## src/rtl/alu_count_decode_unit_if.sv

```systemverilog
// Bus bundle for the lab-board datapath slice: ALU, down-counter and decoder signals.
// The board top drives the master side; alu_count_decode_unit sits on the slave side.
interface alu_count_decode_unit_if;
  logic [2:0] alu_fnselec;
  logic [3:0] alu_a;
  logic [3:0] alu_b;
  logic [3:0] alu_res;
  logic       alu_zero;
  logic       alu_overflow;
  logic       alu_carry;
  logic       cnt_en;
  logic [2:0] cnt_out;
  logic [2:0] dec_x;
  logic       dec_en;
  logic [7:0] dec_y;

  modport master (
    output alu_fnselec, alu_a, alu_b, cnt_en, dec_x, dec_en,
    input  alu_res, alu_zero, alu_overflow, alu_carry, cnt_out, dec_y
  );

  modport slave (
    input  alu_fnselec, alu_a, alu_b, cnt_en, dec_x, dec_en,
    output alu_res, alu_zero, alu_overflow, alu_carry, cnt_out, dec_y
  );
endinterface

```

## src/rtl/alu_count_decode_unit.sv

```systemverilog
// 4-bit ALU with flags, 3-bit wrapping down-counter and 3-to-8 decoder.
// Define ALU_REG_OUT_EN to register the ALU outputs (1-cycle latency, async-cleared).
module alu_count_decode_unit #(
  parameter logic [2:0] CNT_RESET = 3'd7
) (
  input logic                     clk,
  input logic                     resetn,
  alu_count_decode_unit_if.slave  bus
);

  localparam int unsigned ALU_W = 4;
  localparam int unsigned CNT_W = 3;
  localparam int unsigned DEC_W = 8;

  logic [ALU_W:0]   sum;
  logic [ALU_W-1:0] res_c;
  logic             zero_c;
  logic             ovf_c;
  logic             carry_c;
  logic [CNT_W-1:0] cnt;

  // ALU: every select decoded, flags only meaningful for add/sub
  always_comb begin
    sum     = '0;
    res_c   = '0;
    ovf_c   = 1'b0;
    carry_c = 1'b0;
    case (bus.alu_fnselec)
      3'b000: begin
        sum     = {1'b0, bus.alu_a} + {1'b0, bus.alu_b};
        res_c   = sum[ALU_W-1:0];
        carry_c = sum[ALU_W];
        ovf_c   = (bus.alu_a[3] == bus.alu_b[3]) && (res_c[3] != bus.alu_a[3]);
      end
      3'b001: begin
        // carry=1 means no borrow
        sum     = {1'b0, bus.alu_a} + {1'b0, ~bus.alu_b} + 5'd1;
        res_c   = sum[ALU_W-1:0];
        carry_c = sum[ALU_W];
        ovf_c   = (bus.alu_a[3] != bus.alu_b[3]) && (res_c[3] != bus.alu_a[3]);
      end
      3'b010:  res_c = ~bus.alu_a;
      3'b011:  res_c = bus.alu_a & bus.alu_b;
      3'b100:  res_c = bus.alu_a | bus.alu_b;
      3'b101:  res_c = bus.alu_a ^ bus.alu_b;
      3'b110:  res_c = {3'b000, ($signed(bus.alu_a) < $signed(bus.alu_b))};
      3'b111:  res_c = {3'b000, (bus.alu_a == bus.alu_b)};
      default: res_c = '0;
    endcase
    zero_c = (res_c == 4'b0000);
  end

`ifdef ALU_REG_OUT_EN
  logic [ALU_W-1:0] res_q;
  logic             zero_q;
  logic             ovf_q;
  logic             carry_q;

  always_ff @(posedge clk or negedge resetn) begin
    if (!resetn) begin
      res_q   <= '0;
      zero_q  <= 1'b0;
      ovf_q   <= 1'b0;
      carry_q <= 1'b0;
    end else begin
      res_q   <= res_c;
      zero_q  <= zero_c;
      ovf_q   <= ovf_c;
      carry_q <= carry_c;
    end
  end

  assign bus.alu_res      = res_q;
  assign bus.alu_zero     = zero_q;
  assign bus.alu_overflow = ovf_q;
  assign bus.alu_carry    = carry_q;
`else
  assign bus.alu_res      = res_c;
  assign bus.alu_zero     = zero_c;
  assign bus.alu_overflow = ovf_c;
  assign bus.alu_carry    = carry_c;
`endif

  // Down-counter: wraps 0 -> 7 regardless of the reset load value
  always_ff @(posedge clk or negedge resetn) begin
    if (!resetn) begin
      cnt <= CNT_RESET;
    end else if (bus.cnt_en) begin
      cnt <= (cnt == 3'd0) ? 3'd7 : cnt - 3'd1;
    end
  end

  assign bus.cnt_out = cnt;
  assign bus.dec_y   = bus.dec_en ? (DEC_W'(1) << bus.dec_x) : 8'h00;

endmodule

```

## src/flat_wrapper.sv

```systemverilog
// flat-port wrapper written by rule: the top's interface ports become plain ports
module alu_count_decode_unit_flat 
#(
  parameter logic [2:0] CNT_RESET = 3'd7
)
  (clk, resetn, bus_alu_fnselec, bus_alu_a, bus_alu_b, bus_cnt_en, bus_dec_x, bus_dec_en, bus_alu_res, bus_alu_zero, bus_alu_overflow, bus_alu_carry, bus_cnt_out, bus_dec_y);
  alu_count_decode_unit_if bus_i ();
  input logic clk;
  input logic resetn;
  input wire logic [$bits(bus_i.alu_fnselec)-1:0] bus_alu_fnselec;
  input wire logic [$bits(bus_i.alu_a)-1:0] bus_alu_a;
  input wire logic [$bits(bus_i.alu_b)-1:0] bus_alu_b;
  input wire logic [$bits(bus_i.cnt_en)-1:0] bus_cnt_en;
  input wire logic [$bits(bus_i.dec_x)-1:0] bus_dec_x;
  input wire logic [$bits(bus_i.dec_en)-1:0] bus_dec_en;
  output wire logic [$bits(bus_i.alu_res)-1:0] bus_alu_res;
  output wire logic [$bits(bus_i.alu_zero)-1:0] bus_alu_zero;
  output wire logic [$bits(bus_i.alu_overflow)-1:0] bus_alu_overflow;
  output wire logic [$bits(bus_i.alu_carry)-1:0] bus_alu_carry;
  output wire logic [$bits(bus_i.cnt_out)-1:0] bus_cnt_out;
  output wire logic [$bits(bus_i.dec_y)-1:0] bus_dec_y;
  assign bus_i.alu_fnselec = bus_alu_fnselec;
  assign bus_i.alu_a = bus_alu_a;
  assign bus_i.alu_b = bus_alu_b;
  assign bus_i.cnt_en = bus_cnt_en;
  assign bus_i.dec_x = bus_dec_x;
  assign bus_i.dec_en = bus_dec_en;
  assign bus_alu_res = bus_i.alu_res;
  assign bus_alu_zero = bus_i.alu_zero;
  assign bus_alu_overflow = bus_i.alu_overflow;
  assign bus_alu_carry = bus_i.alu_carry;
  assign bus_cnt_out = bus_i.cnt_out;
  assign bus_dec_y = bus_i.dec_y;
  alu_count_decode_unit #(.CNT_RESET(CNT_RESET)) u_core (.clk(clk), .resetn(resetn), .bus(bus_i));
endmodule
```

## config.mk

```make
export PLATFORM = sky130hd
export DESIGN_NAME = alu_count_decode_unit_flat
export DESIGN_NICKNAME = d
export VERILOG_FILES = /design/src/rtl/alu_count_decode_unit_if.sv /design/src/rtl/alu_count_decode_unit.sv /design/src/flat_wrapper.sv
export SDC_FILE = /design/constraint.sdc
export NUM_CORES = 1
export LEC_CHECK = 0
export CAP_MARGIN = 20
export CORE_MARGIN = 8
export CORE_UTILIZATION = 46
export CTS_CLUSTER_SIZE = 40
export DETAILED_ROUTE_END_ITERATION = 8
export PLACE_DENSITY_LB_ADDON = 0.25
export SLEW_MARGIN = 20
export SYNTH_ARGS = -nofsm -noshare
export SYNTH_HDL_FRONTEND = slang
export SYNTH_SLANG_ARGS = --single-unit
```

## constraint.sdc

```tcl
create_clock -name clk -period 5.2 [get_ports clk]
set_clock_uncertainty 0.05 [all_clocks]
set_input_delay 1.04 -clock clk [delete_from_list [all_inputs] [get_ports clk]]
set_output_delay 1.04 -clock clk [all_outputs]
set_load 0.02 [all_outputs]
```

# ---- After elaboration in Yosys (flattened, before gate mapping)
# Index checks and enable logic that the tools add are counted.
dict set report word_totals {
  inputBits 18
  word_cells 34
  out_inout_bits 18
  regBits 3
}
dict set report classes {
  n_shift 1
  n_mux 5
  n_lt_le_gt_ge 1
  addsub 4
  bitwise 5
  n_reduce_logical 5
  n_eq_ne 12
}
# op count
set op_table {}
lappend op_table {{$pmux 4 s8} 1}
lappend op_table {{$eq 3x3->1 const B} 4}
lappend op_table {{$add 4x4->5} 2}
lappend op_table {{$mux 8} 1}
lappend op_table {{$not 4->4} 2}
lappend op_table {{$shl 1x3->8 const A} 1}
lappend op_table {{$eq 3x2->1 const B} 2}
lappend op_table {{$logic_not 3->1} 2}
lappend op_table {{$add 5x1->5 const B} 1}
lappend op_table {{$and 4x4->4} 1}
lappend op_table {{$eq 4x4->1} 1}
lappend op_table {{$logic_not 4->1} 1}
lappend op_table {{$lt 4x4->1} 1}
lappend op_table {{$or 4x4->4} 1}
lappend op_table {{$pmux 1 s2} 2}
lappend op_table {{$xor 4x4->4} 1}
lappend op_table {{$eq 3x1->1 const B} 1}
lappend op_table {{$mux 3} 1}
lappend op_table {{$ne 1x1->1} 3}
lappend op_table {{$sub 3x1->3 const B} 1}
lappend op_table {{$logic_and 1x1->1} 2}
lappend op_table {{$eq 1x1->1} 1}

# ---- Longest topological paths before layout
# Gate-level depths: netlist of run 1.
dict set report logic_depth {
  depth_word 6
  depth_mapped 8
  ltp_nobuf 8
}

# ---- Worst setup path before layout of run 1
# No wires, ideal clock.
dict set report synth_timing {
  path_kind {input port to output port}
  from {input bus_alu_a[0]}
  to {output bus_alu_carry}
  setup_slack_ns 1.078
  path_buffers 0
  arrival_ns 3.032
  stages 6
  path_cell_list {inv_1 ha_1 fa_1 o21bai_1 a21oi_1 a2111oi_0}
}
dict set report synth_via {
  elab_chain_cells 3
}
# element line_no
set synth_rtl {}
lappend synth_rtl {{start: declaration} flat_wrapper.sv:11} ;# input wire logic [$bits(bus_i.alu_a)-1:0] bus_alu_a;
lappend synth_rtl {{$add 4x4->5} alu_count_decode_unit.sv:37} ;# sum = {1'b0, bus.alu_a} + {1'b0, ~bus.alu_b} + 5'd1;
lappend synth_rtl {{$add 5x1->5} alu_count_decode_unit.sv:37}
lappend synth_rtl {{$pmux 1 s2 *} alu_count_decode_unit.sv:28} ;# case (bus.alu_fnselec)
lappend synth_rtl {{end: declaration} flat_wrapper.sv:19} ;# output wire logic [$bits(bus_i.alu_carry)-1:0] bus_alu_carry;
# Every way passes the cells marked *; elsewhere a longest branch is shown, timed or not.

# ---- Worst setup path in the final report of run 1
dict set report layout_timing {
  from {input bus_alu_a[3]}
  to {output bus_alu_zero}
}
dict set report layout_via {
  elab_chain_cells 4
}
# element line_no
set layout_rtl {}
lappend layout_rtl {{$add 4x4->5} alu_count_decode_unit.sv:37}
lappend layout_rtl {{$add 5x1->5} alu_count_decode_unit.sv:37}
lappend layout_rtl {{$pmux 4 s8 *} alu_count_decode_unit.sv:28}
lappend layout_rtl {{$logic_not 4->1 *} alu_count_decode_unit.sv:50} ;# zero_c = (res_c == 4'b0000);
lappend layout_rtl {{end: declaration} flat_wrapper.sv:17} ;# output wire logic [$bits(bus_i.alu_zero)-1:0] bus_alu_zero;
# Marks and branches as above.

==> summary.md, run 1 <==
| Metric | Value |
|---|---|
| Outcome | complete, no violations |
| Worst-path clk slew | around 0.04 ns |
| Cell area after layout | about 0.0013 mm^2 |
| Setup tns final | 0 ns |
| Crit. End Element | output pin |
| First DRT Iteration DRCs | 18 |
| Mapped Nets | between 150 and 200 |
| Post-cts gate resize count | 0 |
| CTS root buffer | clkbuf_4 |
| Worst-path fanout max | 7 |
| Kind of start point of the critical path | input pin |
| Hold Vio Cnt, Final | 0 |
| Hold Path Class | reg -> reg |
| Area of the multi-input gates | 722 um^2 |
| CP Cell Sequence | clkdlybuf4s50_1 > inv_1 > ha_1 > inv_1 > a2111oi_0 > o311ai_1 > o311a_1 > nor4_2 > clkdlybuf4s50_1 |
| #FFs+latches synth | 3 |
| Max FFs per register | 3 |
| Main synth FF type | dfstp_2 |
| Via count | 1002 |
| Leading area contributor after synthesis | ha_1 |
| I/O pin total | 36 |
| Fmax | 200 MHz |
| Ranking of synthesized cells by area | ha_1 (20%), dfstp_2 (8.9%), nor2_1 (6.8%) |
| Worst skew pair latency | 0.23 ns |
| Global route overflow | 0 |
| Post-Syn Area | 885 um^2 |
| # fillers | 174 |
| Share of cells above drive strength 1 | between 7 and 8% |
| Critical path data required time | between 4 and 5 ns |
| DR WL/cell | 14.2 um |
| Vias per inst | 5.48 |
| Max Root-Sink Buffers | 2 |
| Unique cell type count in the Yosys netlist | 38 |
| Synth Warn # | 0 |
| Reg2Reg Depth | 4 |
| Finished Layout Cells | 183 |
| Chip height | 59.9 um |
| Leakage | approximately 0.00056 uW |
| Largest net degree at the start of global routing | 19 |
| Vias in the first global route | 962 |
| Final setup vio count | 0 |
| Antenna violations before repair | 0 |
| Post-synthesis cell count | 121 |
| Layout area overhead | 44.1% |
| Mean post-synth cell area | ~7.3 um^2 |
| Data arrival, critical path | 3.90 ns |
| Clock sinks | 3 |
| Power Density | 208 mW/mm^2 |
| Commonest non-fill, non-tap cell in the layout | clkdlybuf4s50_1 |
| Die width | around 60 um |
| Crit path kind | in -> out |
| Placed cells | ~180 |
| DRC | 0 |
| CTS HTree Levels | 1 |
| DR pass1 iterations | 4 |
| First-pass GRT wire length | 4.35 mm |
| Pre-CTS setup slack | 0.275 ns |
| Core Area | approximately 0.0019 mm^2 |
| Antenna Cells | 0 |
| Sequential-to-total area share from yosys stat | around 8.9% |
| CP max stage delay | 0.64 ns |
| CTS buffer count | 3 |
| Top-area cell type share of the netlist area | 19.8% |
| Synth async-reset ratio | between 90% and 100% |
| Routed Wire Length | around 2.6 mm |
| Final setup margin | 0.207 ns |
| Routed Antenna Nets | 0 |
| CTS tree | done |
| Rows | 16 |
| Nets | 191 |
| Tcrit/Tclk final | 96.0% |
| EDFF count, synth | 0 |
| Cts-stage hold buffer count | 0 |
| Most frequent cells in the layout | clkdlybuf4s50_1 (35), nor2_1 (16), inv_1 (14), ha_1 (14) |
| Max cap viols | 0 |
| Worst vdd ir | 263 uV |
| CP max-delay cell | clkdlybuf4s50_1 |
| Slew margin rel. | 60.7% |
| Reg-to-reg slack, setup | around 3.9 ns |
| Number of max-slew violations in the final report | 0 |
| Gpl congestion | 0.880 |
| Register area | 78.8 um^2 |
| RSZ-0062 raised after global routing | false |
| Period minus WS final | 4.99 ns |
| DP HPWL | 2.16 mm |
| Initial Util | 47.0% |
| All-Layer GR Usage | 15.1% |
| Dpl cell area | 0.00125 mm^2 |
| Hold path depth | 2 |
| Die area | 0.00358 mm^2 |
| Worst-Margin Slew | 0.588 ns |
| # port buffers | 35 |
| Post-CTS setup buffer count | 0 |
[critical path, delay by kind of cell]
family	cells	cell delay (ns)
AOI/OAI and AO/OA	3	0.71
adders and majority gates	1	0.46
buffers and inverters	4	1.49
and+or+nand+nor	1	0.20
[worst paths after layout]
kind | start | end
max | bus_alu_a[3] | bus_alu_zero
min | u_core.bus.cnt_out[1] | u_core.bus.cnt_out[1]
max reg2reg | u_core.bus.cnt_out[0] | u_core.bus.cnt_out[2]
min reg2reg | u_core.bus.cnt_out[1] | u_core.bus.cnt_out[1]
max in group asynchronous | resetn | u_core.bus.cnt_out[1]
min in group asynchronous | resetn | u_core.bus.cnt_out[0]
[synth_stat cells (2+ instances only)]
master and count:
o21ai_0 4, o311a_1 2, ha_1 14, dfstp_2 3
nand3_1 3, mux2i_1 2, xnor2_1 3, a2111oi_0 2
nor2b_1 2, a21oi_1 8, fa_1 2, o31ai_1 2
nand2b_1 7, buf_2 4, nand2_1 8, o21bai_1 2
nor3_1 3, nor4_1 2, inv_1 14, nor2_1 16
[metrics by stage]
step | util (%) | total power (uW) | hold slack, ns
6_report | 67.8 | 266 | 0.458
4_1_cts | 67.8 | 268 | 0.466
3_5_place_dp | 66.4 | 224 | 0.460
5_1_grt | 67.8 | 283 | 0.476
3_3_place_gp | 66.4 | 216 | 0.436
2_1_floorplan | - | 150 | 0.471
[final cells by class]
cell class                      count  area share, %
Timing Repair Buffer               36           28.1
Multi-Input combinational cell     98           56.6
Clock buffer                        4           2.06
Tap cell                           27           2.65
Sequential cell                     3           6.18
Inverter                           15           4.42
[logic make-up (layout without fill, tap and decap cells)]
kind of cell | Yosys count | in the layout | share of synthesized area, %
AO/OA/AOI/OAI | 29 | 29 | 23.8
XOR/XNOR | 4 | 4 | 3.96
adder cells (fa/ha/maj) | 16 | 16 | 24.3
buffers and inverters | 20 | 55 | 9.48
flip-flops | 3 | 3 | 8.91
multiplexers | 2 | 2 | 2.26
AND/OR/NAND/NOR | 47 | 47 | 27.3
[report_power, final]
part / leakage, uW / internal, uW / switching [uW]
Sequential: 0.0000316 / 42.5 / 7.05
Clock: 0.0000150 / 28.8 / 12.9
Combinational: 0.000513 / 80.9 / 93.5
[per-layer routing]
layer	wire [um]	track usage [%]	part of all wire (%)	vias up
met3	155	1.51	6.0	2
met5	0	0	0	-
met4	21	5.10	0.81	0
li1	-	-	-	492
met1	1110	18.1	43	473
met2	1310	26.8	50	35
Note: power is estimated with default switching activity, not from simulation.
==> run 2: changes to the inputs <==
--- a/config.mk
+++ b/config.mk
@@ -5,9 +5,9 @@
 export SDC_FILE = /design/constraint.sdc
 export NUM_CORES = 1
 export LEC_CHECK = 0
+export ABC_AREA = 1
 export CAP_MARGIN = 20
-export CORE_MARGIN = 8
-export CORE_UTILIZATION = 46
+export CORE_UTILIZATION = 47
 export CTS_CLUSTER_SIZE = 40
 export DETAILED_ROUTE_END_ITERATION = 8
 export PLACE_DENSITY_LB_ADDON = 0.25
==> summary.md, run 2 <==
| Metric | Value |
|---|---|
| Rows | 15 |
| Reg-to-reg slack, setup | 3.84 ns |
| Post-Synth Simple-Gate Area | 40.2% |
| Most frequent cells in the layout | clkdlybuf4s50_1 (35), nand2_1 (34), nor2_1 (32), inv_1 (31), nand3_1 (15) |
| Post-Syn Area | a little over 900 um^2 |
| Worst-path fanout max | 3 |
| Dpl cell area | 0.00129 mm^2 |
| Critical path data required time | between 4 and 5 ns |
| Ranking of synthesized cells by area | ha_1 (19%), nand2_1 (14%), nor2_1 (13%) |
| Antenna violations before repair | 0 |
| Worst path bufs/invs | 3 |
| Setup tns final | 0 ns |
| Synth async-reset ratio | 100% |
| Global route overflow | 0 |
| Die area | 0.00217 mm^2 |
| Nets | 233 |
| Leakage | roughly 0.00068 uW |
| Hold Path Class | reg -> reg |
| Synth Warn # | 0 |
| Fmax | 213 MHz |
| Share of cells above drive strength 1 | between 6 and 7% |
| EDFF count, synth | 0 |
| Routed Wire Length | between 2 and 3 mm |
| Most frequent cell after synthesis | nand2_1 |
| I/O pin total | 36 |
| Hold path endpoint | u_core.bus.cnt_out[1] |
| Final setup margin | 0.504 ns |
| Adder-cell share of the synthesized area | about 23% |
| Vias in the first global route | 944 |
| CP max-delay cell | clkdlybuf4s50_1 |
| Post-synthesis compound-gate area fraction | a little under an eighth |
| Post-CTS setup buffer count | 0 |
| #FFs+latches synth | 3 |
| CTS tree | done |
| Largest family of logic cells by synthesized area | simple AND/OR/NAND/NOR gates |
| Post-cts gate resize count | 0 |
| Worst vdd ir | 236 uV |
| Worst skew pair latency | 0.23 ns |
| Final core utilization | 73.1% |
| Via count | ~1200 |
| Synth top cells by count | nand2_1 (34), nor2_1 (32), inv_1 (31) |
| DP HPWL | 2.19 mm |
| Hold path depth | 2 |
| Mapped Nets | 196 |
| CTS root buffer | clkbuf_4 |
| Final setup vio count | 0 |
| Max Root-Sink Buffers | 2 |
| Outcome | complete, no violations |
| CTS HTree Levels | 1 |
| Top-area cell type share of the netlist area | 18.7% |
| Gpl congestion | ~0.96 |
| Routed Antenna Nets | 0 |
| Cell area after layout | 0.00132 mm^2 |
| Core Area | around 0.0018 mm^2 |
| Unique cell type count in the Yosys netlist | 19 |
| Reg2Reg Depth | 4 |
| DR pass1 iterations | 5 |
| Worst-path clk slew | 0.03 ns |
| Sequential-to-total area share from yosys stat | 8.43% |
| First-pass GRT wire length | 3.86 mm |
| CTS buffer count | 3 |
| Initial Util | 51.9% |
| Main synth FF type | dfstp_2 |
| Vias per inst | between 5 and 6 |
| # fillers | 155 |
| Leading area contributor after synthesis | ha_1 |
| Mean post-synth cell area | 5.77 um^2 |
| Worst-Margin Slew | between 0.3 and 0.4 ns |
| Reg-to-reg critical path startpoint | u_core.bus.cnt_out[0] |
| Pre-CTS setup slack | approximately 0.52 ns |
| Reg2reg end | u_core.bus.cnt_out[2] |
| DR WL/cell | 11.7 um |
| Commonest non-fill, non-tap cell in the layout | clkdlybuf4s50_1 |
| Crit path kind | in -> out |
| Clock sinks | 3 |
| Hold path start | u_core.bus.cnt_out[1] |
| Data arrival, critical path | about 3.6 ns |
| All-Layer GR Usage | 25.5% |
| Die width | 46.6 um |
| CP Cell Sequence | clkdlybuf4s50_1 > inv_1 > ha_1 > fa_1 > o21ai_0 > nand2_1 > nand2_1 > nand3_1 > nor2_1 > nand2_1 > nor2_1 > clkdlybuf4s50_1 |
| Mux contribution to synthesized area | 0% |
| Layout area overhead | 40.8% |
| Slew margin rel. | 75.2% |
| Antenna Cells | 0 |
| First DRT Iteration DRCs | 63 |
| Critical path's top delay family | buffers and inverters |
| RSZ-0062 raised after global routing | false |
| Post-synthesis cell count | 162 |
| Tcrit/Tclk final | 90.3% |
| DRC | 0 |
| Cts-stage hold buffer count | 0 |
| CP most frequent cell | nand2_1 |
| Kind of start point of the critical path | input pin |
| Largest net degree at the start of global routing | 10 |
| Hold Vio Cnt, Final | 0 |
| Crit. End Element | output pin |
| Max cap viols | 0 |
| Number of max-slew violations in the final report | 0 |
| Max FFs per register | 3 |
| Period minus WS final | 4.70 ns |
| Xor/xnor cell area share of the yosys netlist | 0.937% |
| # port buffers | 35 |
| Power Density | between 150 and 200 mW/mm^2 |
| Chip height | 46.6 um |
| CP max stage delay | 0.60 ns |
[run 2: changes by cell type after synthesis, moves of 3 or more]
| cell | previous run | this run |
|---|---|---|
| nand2b_1 | 7 | 0 |
| nor3_1 | 3 | 0 |
| nor2_1 | 16 | 32 |
| xnor2_1 | 3 | 0 |
| inv_1 | 14 | 31 |
| nand2_1 | 8 | 34 |
| nand3_1 | 3 | 15 |
| o21ai_0 | 4 | 9 |
| buf_2 | 4 | 0 |
[run 2: cell type report]
cell class | instances | area, um^2 | share of cell area (%)
multi-input cells | 123 | 706 | 53.6
inverters | 33 | 124 | 9.41
repair buffers | 35 | 350 | 26.6
flip-flops and latches | 3 | 78.8 | 5.99
clock buffers | 4 | 26.3 | 2.00
well taps | 25 | 31.3 | 2.38
[run 2: cell families after synthesis]
logic type / count (synthesis)
AOI/OAI and AO/OA: 19
xor gates and xnor gates: 1
adders and majority gates: 16
buffers and inverters: 36
DFF: 3
and+or+nand+nor: 87
[run 2: tightest hold or removal path: cells and delay by family, from the launching register on]
kind | cells | cell delay [ns]
flip-flops | 1 | 0.37
AO/OA/AOI/OAI | 1 | 0.07
AND/OR/NAND/NOR | 1 | 0.06
[run 2: worst max-delay path by stage]
stage                 start            to  slack [ns]  cells after the start
2_1_floorplan  bus_alu_a[0]  bus_alu_zero        1.61                     10
3_3_place_gp   bus_alu_a[0]  bus_alu_zero        0.63                     12
3_5_place_dp   bus_alu_a[0]  bus_alu_zero        0.52                     12
4_1_cts        bus_alu_a[0]  bus_alu_zero        0.52                     12
5_1_grt        bus_alu_a[0]  bus_alu_zero        0.33                     12
6_report       bus_alu_a[0]  bus_alu_zero        0.50                     12
[run 2: through the flow]
stage          total power, uW  cells  hold WS [ns]
2_1_floorplan              140    162         0.473
3_3_place_gp               201    219         0.438
3_5_place_dp               208    219         0.451
4_1_cts                    252    223         0.467
5_1_grt                    272    223         0.479
6_report                   250    223         0.461
[run 2: report_power, final]
group	switching (uW)	internal, uW
clock	11.4	28.7
sequential	7.45	41.3
combinational	89.6	72.0
total	108	142
[run 2: metal layers]
metal / vias to the layer above / track usage (%) / routed length (um)
met5: - / 0 / 0
met4: 0 / 10.6 / 41
met3: 4 / 3.14 / 214
met2: 55 / 45.3 / 1300
met1: 521 / 30.1 / 1050
li1: 573 / - / -
